==> config.mk <==
export PLATFORM = sky130hd
export DESIGN_NAME = alu_issue_stage_flat
export DESIGN_NICKNAME = d
export VERILOG_FILES = /design/src/rtl/alu_issue_if.sv /design/src/rtl/alu_issue_stage.sv /design/src/flat_wrapper.sv
export SDC_FILE = /design/constraint.sdc
export NUM_CORES = 1
export LEC_CHECK = 0
export ABC_AREA = 1
export ABC_CLOCK_PERIOD_IN_PS = 3700
export BUFFER_PORTS_ARGS = -buffer_cell sky130_fd_sc_hd__buf_2
export CORE_MARGIN = 3
export CORE_UTILIZATION = 60
export CTS_CLUSTER_SIZE = 14
export DETAILED_ROUTE_END_ITERATION = 6
export PLACE_DENSITY = 0.81
export SYNTH_ARGS = -nofsm -noshare
export SYNTH_HDL_FRONTEND = slang
export SYNTH_SLANG_ARGS = --single-unit
==> constraint.sdc <==
create_clock -name clk -period 3.7 [get_ports clk]
set_input_delay 0.74 -clock clk [delete_from_list [all_inputs] [get_ports clk]]
set_output_delay 0.74 -clock clk [all_outputs]
set_load 0.05 [all_outputs]
==> src/rtl/alu_issue_if.sv <==
// alu_issue_if: bundle for the ALU issue stage.
//   Request side : req_valid/req_ready handshake, req_rd/rn/rm, req_shift,
//                  req_aluop, req_wb.
//   Load side    : ld_valid/ld_num/ld_data (direct register-file write).
//   ALU side     : Ain/Bin/ALUop out to the ALU, alu_out/alu_z back in.
//   Results      : C, status_z, done.
// The master modport is the environment around the stage (requester and
// the combinational ALU); the slave modport is the stage itself.
interface alu_issue_if #(
  parameter int DATA_W = 16,
  parameter int IDX_W  = 3
);
  logic              req_valid;
  logic              req_ready;
  logic [IDX_W-1:0]  req_rd;
  logic [IDX_W-1:0]  req_rn;
  logic [IDX_W-1:0]  req_rm;
  logic [1:0]        req_shift;
  logic [1:0]        req_aluop;
  logic              req_wb;
  logic              ld_valid;
  logic [IDX_W-1:0]  ld_num;
  logic [DATA_W-1:0] ld_data;
  logic [DATA_W-1:0] Ain;
  logic [DATA_W-1:0] Bin;
  logic [1:0]        ALUop;
  logic [DATA_W-1:0] alu_out;
  logic              alu_z;
  logic [DATA_W-1:0] C;
  logic              status_z;
  logic              done;

  modport master (
    output req_valid, req_rd, req_rn, req_rm, req_shift, req_aluop, req_wb,
    output ld_valid, ld_num, ld_data, alu_out, alu_z,
    input  req_ready, Ain, Bin, ALUop, C, status_z, done
  );

  modport slave (
    input  req_valid, req_rd, req_rn, req_rm, req_shift, req_aluop, req_wb,
    input  ld_valid, ld_num, ld_data, alu_out, alu_z,
    output req_ready, Ain, Bin, ALUop, C, status_z, done
  );
endinterface

==> src/rtl/alu_issue_stage.sv <==
// alu_issue_stage: operand fetch / writeback stage around a combinational ALU.
// Holds a REG_N-entry register file. One operation runs at a time through
// IDLE -> RDA -> RDB -> EXEC -> WB, one cycle per non-IDLE state.
// Ports:
//   clk   : rising-edge clock
//   reset : synchronous, active-high
//   bus   : alu_issue_if.slave (request, load, ALU and result signals)
// Build option: define ALU_ISSUE_SHIFT_EN to include the B-operand shifter;
// without it req_shift is ignored and B is R[rm] unmodified.
module alu_issue_stage #(
  parameter int DATA_W = 16,
  parameter int REG_N  = 8
) (
  input  logic        clk,
  input  logic        reset,
  alu_issue_if.slave  bus
);
  localparam int IDX_W = $clog2(REG_N);

  localparam logic [2:0] S_IDLE = 3'd0;
  localparam logic [2:0] S_RDA  = 3'd1;
  localparam logic [2:0] S_RDB  = 3'd2;
  localparam logic [2:0] S_EXEC = 3'd3;
  localparam logic [2:0] S_WB   = 3'd4;

  logic [2:0]        state;
  logic [DATA_W-1:0] rf [REG_N];
  logic [DATA_W-1:0] a_q, b_q, c_q;
  logic              z_q;
  logic [1:0]        aluop_q;
  logic [IDX_W-1:0]  rd_q, rn_q, rm_q;
  logic              wb_q;
  logic [DATA_W-1:0] rm_val, b_next;
`ifdef ALU_ISSUE_SHIFT_EN
  logic [1:0]        shift_q;
`endif

  assign rm_val = rf[rm_q];

  always_comb begin
    b_next = rm_val;
`ifdef ALU_ISSUE_SHIFT_EN
    case (shift_q)
      2'b01:   b_next = {rm_val[DATA_W-2:0], 1'b0};
      2'b10:   b_next = {1'b0, rm_val[DATA_W-1:1]};
      2'b11:   b_next = {rm_val[DATA_W-1], rm_val[DATA_W-1:1]};
      default: b_next = rm_val;
    endcase
`endif
  end

  // A pending load blocks acceptance so the request sees the loaded value.
  assign bus.req_ready = (state == S_IDLE) & ~bus.ld_valid;
  assign bus.done      = (state == S_WB);
  assign bus.Ain       = a_q;
  assign bus.Bin       = b_q;
  assign bus.ALUop     = aluop_q;
  assign bus.C         = c_q;
  assign bus.status_z  = z_q;

  always_ff @(posedge clk) begin
    if (reset) begin
      state   <= S_IDLE;
      for (int i = 0; i < REG_N; i++) rf[i] <= '0;
      a_q     <= '0;
      b_q     <= '0;
      c_q     <= '0;
      z_q     <= 1'b0;
      aluop_q <= 2'b00;
      rd_q    <= '0;
      rn_q    <= '0;
      rm_q    <= '0;
      wb_q    <= 1'b0;
`ifdef ALU_ISSUE_SHIFT_EN
      shift_q <= 2'b00;
`endif
    end else begin
      case (state)
        S_IDLE: begin
          if (bus.ld_valid) begin
            rf[bus.ld_num] <= bus.ld_data;
          end else if (bus.req_valid) begin
            rd_q    <= bus.req_rd;
            rn_q    <= bus.req_rn;
            rm_q    <= bus.req_rm;
            aluop_q <= bus.req_aluop;
            wb_q    <= bus.req_wb;
`ifdef ALU_ISSUE_SHIFT_EN
            shift_q <= bus.req_shift;
`endif
            state   <= S_RDA;
          end
        end
        S_RDA: begin
          a_q   <= rf[rn_q];
          state <= S_RDB;
        end
        S_RDB: begin
          b_q   <= b_next;
          state <= S_EXEC;
        end
        S_EXEC: begin
          c_q   <= bus.alu_out;
          z_q   <= bus.alu_z;
          state <= S_WB;
        end
        S_WB: begin
          if (wb_q) rf[rd_q] <= c_q;
          state <= S_IDLE;
        end
        default: state <= S_IDLE;
      endcase
    end
  end
endmodule
==> src/flat_wrapper.sv <==
// flat-port wrapper written by rule: the top's interface ports become plain ports
module alu_issue_stage_flat 
#(
  parameter int DATA_W = 16,
  parameter int REG_N  = 8
)
  (clk, reset, bus_req_valid, bus_req_rd, bus_req_rn, bus_req_rm, bus_req_shift, bus_req_aluop, bus_req_wb, bus_ld_valid, bus_ld_num, bus_ld_data, bus_alu_out, bus_alu_z, bus_req_ready, bus_Ain, bus_Bin, bus_ALUop, bus_C, bus_status_z, bus_done);
  alu_issue_if #(.DATA_W(DATA_W)) bus_i ();
  input  logic clk;
  input  logic reset;
  input wire logic [$bits(bus_i.req_valid)-1:0] bus_req_valid;
  input wire logic [$bits(bus_i.req_rd)-1:0] bus_req_rd;
  input wire logic [$bits(bus_i.req_rn)-1:0] bus_req_rn;
  input wire logic [$bits(bus_i.req_rm)-1:0] bus_req_rm;
  input wire logic [$bits(bus_i.req_shift)-1:0] bus_req_shift;
  input wire logic [$bits(bus_i.req_aluop)-1:0] bus_req_aluop;
  input wire logic [$bits(bus_i.req_wb)-1:0] bus_req_wb;
  input wire logic [$bits(bus_i.ld_valid)-1:0] bus_ld_valid;
  input wire logic [$bits(bus_i.ld_num)-1:0] bus_ld_num;
  input wire logic [$bits(bus_i.ld_data)-1:0] bus_ld_data;
  input wire logic [$bits(bus_i.alu_out)-1:0] bus_alu_out;
  input wire logic [$bits(bus_i.alu_z)-1:0] bus_alu_z;
  output wire logic [$bits(bus_i.req_ready)-1:0] bus_req_ready;
  output wire logic [$bits(bus_i.Ain)-1:0] bus_Ain;
  output wire logic [$bits(bus_i.Bin)-1:0] bus_Bin;
  output wire logic [$bits(bus_i.ALUop)-1:0] bus_ALUop;
  output wire logic [$bits(bus_i.C)-1:0] bus_C;
  output wire logic [$bits(bus_i.status_z)-1:0] bus_status_z;
  output wire logic [$bits(bus_i.done)-1:0] bus_done;
  assign bus_i.req_valid = bus_req_valid;
  assign bus_i.req_rd = bus_req_rd;
  assign bus_i.req_rn = bus_req_rn;
  assign bus_i.req_rm = bus_req_rm;
  assign bus_i.req_shift = bus_req_shift;
  assign bus_i.req_aluop = bus_req_aluop;
  assign bus_i.req_wb = bus_req_wb;
  assign bus_i.ld_valid = bus_ld_valid;
  assign bus_i.ld_num = bus_ld_num;
  assign bus_i.ld_data = bus_ld_data;
  assign bus_i.alu_out = bus_alu_out;
  assign bus_i.alu_z = bus_alu_z;
  assign bus_req_ready = bus_i.req_ready;
  assign bus_Ain = bus_i.Ain;
  assign bus_Bin = bus_i.Bin;
  assign bus_ALUop = bus_i.ALUop;
  assign bus_C = bus_i.C;
  assign bus_status_z = bus_i.status_z;
  assign bus_done = bus_i.done;
  alu_issue_stage #(.DATA_W(DATA_W), .REG_N(REG_N)) u_core (.clk(clk), .reset(reset), .bus(bus_i));
endmodule
After elaboration in Yosys (flattened, before gate mapping). Memory sizes are Yosys's and may differ from the RTL's. A register that Yosys moved wholly into a read port is not among the register bits. Cells that the tools add are included.

Register bits after elaboration: 32. Output and inout port bits: 53. Bits in writable memories: 128. Memories: 1. Bits of input ports: 54. Word-level logic and storage cells: 41.

Memories: u_core.rf (words 8, width 16, rd ports 2, clocked after memory_dff 2, write ports 8, RTL line alu_issue_stage.sv:27) `logic [DATA_W-1:0] rf [REG_N];`.

Reduce and logical (&&, ||, !) cells: 5. Eq/ne operators: 6. Multiplexer cells: 19. Bitwise operators: 2.

Operators by type and width (count): $mux W16 (2); $reduce_or A16 Y1 (2); $mux W1 (12); $mux W3 (4); $pmux W3 S4 (1); $eq A3 B2 Y1 const B (2); $ne A2 B2 Y1 const B (2); $eq A3 B1 Y1 const B (1); $eq A3 B3 Y1 const B (1); $logic_not A3 Y1 (1); $reduce_and A3 Y1 (1); $reduce_and A2 Y1 (1); $and A1 B1 Y1 (1); $not A1 Y1 (1).

Depth between registers and ports, before layout.
Word-level depth: 7. Depth in mapped cells: 10. Gate-level depth less buffers: 8.

Worst setup path after synthesis. Ideal clock, no wire load.

Kind: input-to-reg. Start point: input reset. End point: memory u_core.rf[0][0], enable pin. Library setup time: 0.372 ns. Stages on the path: 10. Data required time: 3.328 ns. Arrival: 2.140 ns. Buffers on the path: 3. Slack: 1.188 ns. Path through: buf_6 nor2_8 nand3_4 buf_6 nand2_4 nand2_4 nor2_4 nand2_4 buf_8 nand2_1.

RTL lines: start, declared (RTL line flat_wrapper.sv:10) `input logic reset;`; end, declared (RTL line alu_issue_stage.sv:27).

==> impl_results.md <==
- Layout cells sized above 1: 15.6%
- Power density cells: 473 nW/um^2
- # fillers: 1267
- Leading cell types in the layout, fill and taps excluded: nand2_1 (319), nand3_1 (229), inv_1 (160), nor2_1 (160), edfxtp_1 (128)
- GPL Wtd Cong: around 0.88
- Critical Path Sink Type: flip-flop
- Initial core utilization: 62.2%
- Drt total wl: around 26000 um
- Htree depth: 4
- Core Area: 16100 sq um
- Die width: 135 um
- Overall Global Routing Usage: 29.0%
- Port bufs: 104
- Max rail drop VDD: 0.375 mV
- Final setup vio count: 0
- Critical Path RT: 3.77 ns
- Synthesized area: approximately 10000 sq um
- Initial antenna violation count: 0
- HPWL Detailed: approximately 17000 um
- Fmax: 397 MHz
- HP Start: u_core.bus.Bin[3]
- Leakage: 5.20 nW
- Synthesized area per cell: 7.87 sq um
- Layout area overhead: 11.5%
- Per-cell routed wire length: 16.7 um
- Total negative slack: 0 ns
- Area taken by multi-input logic gates: 3860 sq um
- YS warnings: 0
- Clock transition at path regs: 0.07 ns
- Seq/Total Area, Yosys: 51.3%
- Via count: about 9000
- Startpoint types: primary input
- Die area: 18200 sq um
- Critical path type: in -> reg
- Clock Path Buffers: 2
- DRC: 0
- Cell variety after synth: 29
- CP max FO: 17
- CTS Hold Bufs: 0
- Post-Synthesis Cells: 1269
- R2r setup slk: 1.22 ns
- Worst skew pair latency: 0.44 ns
- Global route total overflow: 0
- Number of max-cap violations: 0
- Critical Path Source: reset
- Worst EP arrival: 2.58 ns
- Routed vias/inst: 5.60
- Number of global-route vias before repair: 7854
- Syn nets: 1323
- Tightest Pin Transition: 0.948 ns
- Clock sinks: approximately 190
- Total CTS buffers: 17
- Min Tclk post-route: 2.52 ns
- I/O pin count: 107
- Rows: 46
- Nets@finish: 1391
- Routed Antenna Nets: 0
- Reg2reg start: u_core.state[1]
- ANT cells: 0
- CTS tree: built
- Initial DRC Count: 1243
- Slew headroom: between 30% and 40%
- Postcts setup bufs: 0
- Largest net degree at the start of global routing: 66
- WHS: 0.463 ns
- #FFs+latches synth: 192
- Unrepaired setup endpoints after global routing: no
- Die height: 135 um
- Skew final: between 0.008 and 0.009 ns
- Max Slew Vio Count: 0
- TritonRoute pass-1 iters: 6
- Final Hold Viols: 0
- Post-CTS sizing: 0
- Status: complete, no violations
- Hold Path Class: reg -> reg
- Final Cycle Share: between 60% and 70%
- Root Driver: clkbuf_16
- Most common cell after layout, fill and taps aside: nand2_1
- First-pass GRT wire length: slightly above 40000 um
- FF/Latch Area: 5130 sq um
[path summary, 6_finish.rpt]
check,cells past startpoint,endpoint
setup / recovery,7,u_core.rf[5][6]
hold / removal,2,u_core.bus.Bin[3]
setup reg to reg,6,u_core.rf[5][6]
hold reg to reg,2,u_core.bus.Bin[3]
[stage by stage]
step | util [%] | std cells | power (mW) | instance area, sq um | setup slack [ns]
after floorplan | - | 1269 | 3.22 | 9980 | 1.19
after global placement | 65.8 | 1534 | 3.46 | 10600 | 0.801
after CTS | 69.3 | 1566 | 5.25 | 11100 | 1.21
after detailed placement | 65.8 | 1534 | 3.48 | 10600 | 0.753
final | 69.3 | 1566 | 5.27 | 11100 | 1.18
after global routing | 69.3 | 1566 | 5.46 | 11100 | 1.10
[state kept, by name, indices dropped and copies added (netlist names)]
signal,count
u_core.rm_q,3
u_core.bus.status_z,1
u_core.rn_q,3
u_core.bus.C,16
u_core.rf,128
u_core.bus.Ain,16
u_core.wb_q,1
u_core.state,3
u_core.rd_q,3
u_core.bus.Bin,16
u_core.bus.ALUop,2
[cells in the mapped netlist]
master	count	area [sq um]
nor2_4	10	113
buf_1	18	67.6
nand2_4	12	135
nor3_4	1	16.3
o21ai_4	1	16.3
buf_2	4	20.0
clkbuf_1	41	154
nand3_1	229	1150
o21a_1	1	7.51
nor3_2	1	10.0
nor3_1	1	5.00
nand3_2	1	10.0
clkinv_1	3	11.3
o21ai_2	17	149
nor2_8	1	20.0
inv_2	2	7.51
nor2_1	160	601
inv_1	160	601
buf_6	9	101
nor2_2	6	37.5
buf_4	3	22.5
o21ai_0	30	150
nand2_1	319	1200
dfxtp_1	64	1280
nand3_4	1	17.5
a21oi_1	43	215
edfxtp_1	128	3840
nand2_2	2	12.5
buf_8	1	15.0
[power by group]
group | total (mW) | switching [mW] | internal [mW] | leakage, nW
Clock | 1.80 | 0.810 | 0.992 | 0.272
Sequential | 2.46 | 0.0584 | 2.40 | 1.85
Combinational | 1.00 | 0.737 | 0.268 | 3.08
[critical path, stage by stage]
cell     delay (ns)
buf_2          0.16
nor2_8         0.16
nand3_4        0.19
o21a_1         0.23
nor2_4         0.27
nand2_4        0.20
nand2_1        0.62
[cell families (layout without fill, tap and decap cells)]
logic type,count (synthesis),in the layout,share of synthesized area (%)
and+or+nand+nor,744,744,33.3
buffers and inverters,241,322,10.0
DFF,192,192,51.3
AOI/OAI and AO/OA,92,92,5.39
[area by class of cell]
cell class,instances,area share [%]
clock inverters,14,1.26
well taps,216,2.43
repair buffers,125,6.20
inverters,165,5.56
flip-flops and latches,192,46.0
clock buffers,18,3.85
multi-input cells,836,34.7
[metal layers]
layer	track usage [%]	vias to the layer above	wire length (um)	share of wire, %
met3	7.53	65	3430	13
li1	-	4187	-	-
met5	0	-	0	0
met4	10.7	0	636	2.4
met1	40.7	3908	10600	40
met2	43.8	612	11500	44
Note: power is estimated with default switching activity, not from simulation.
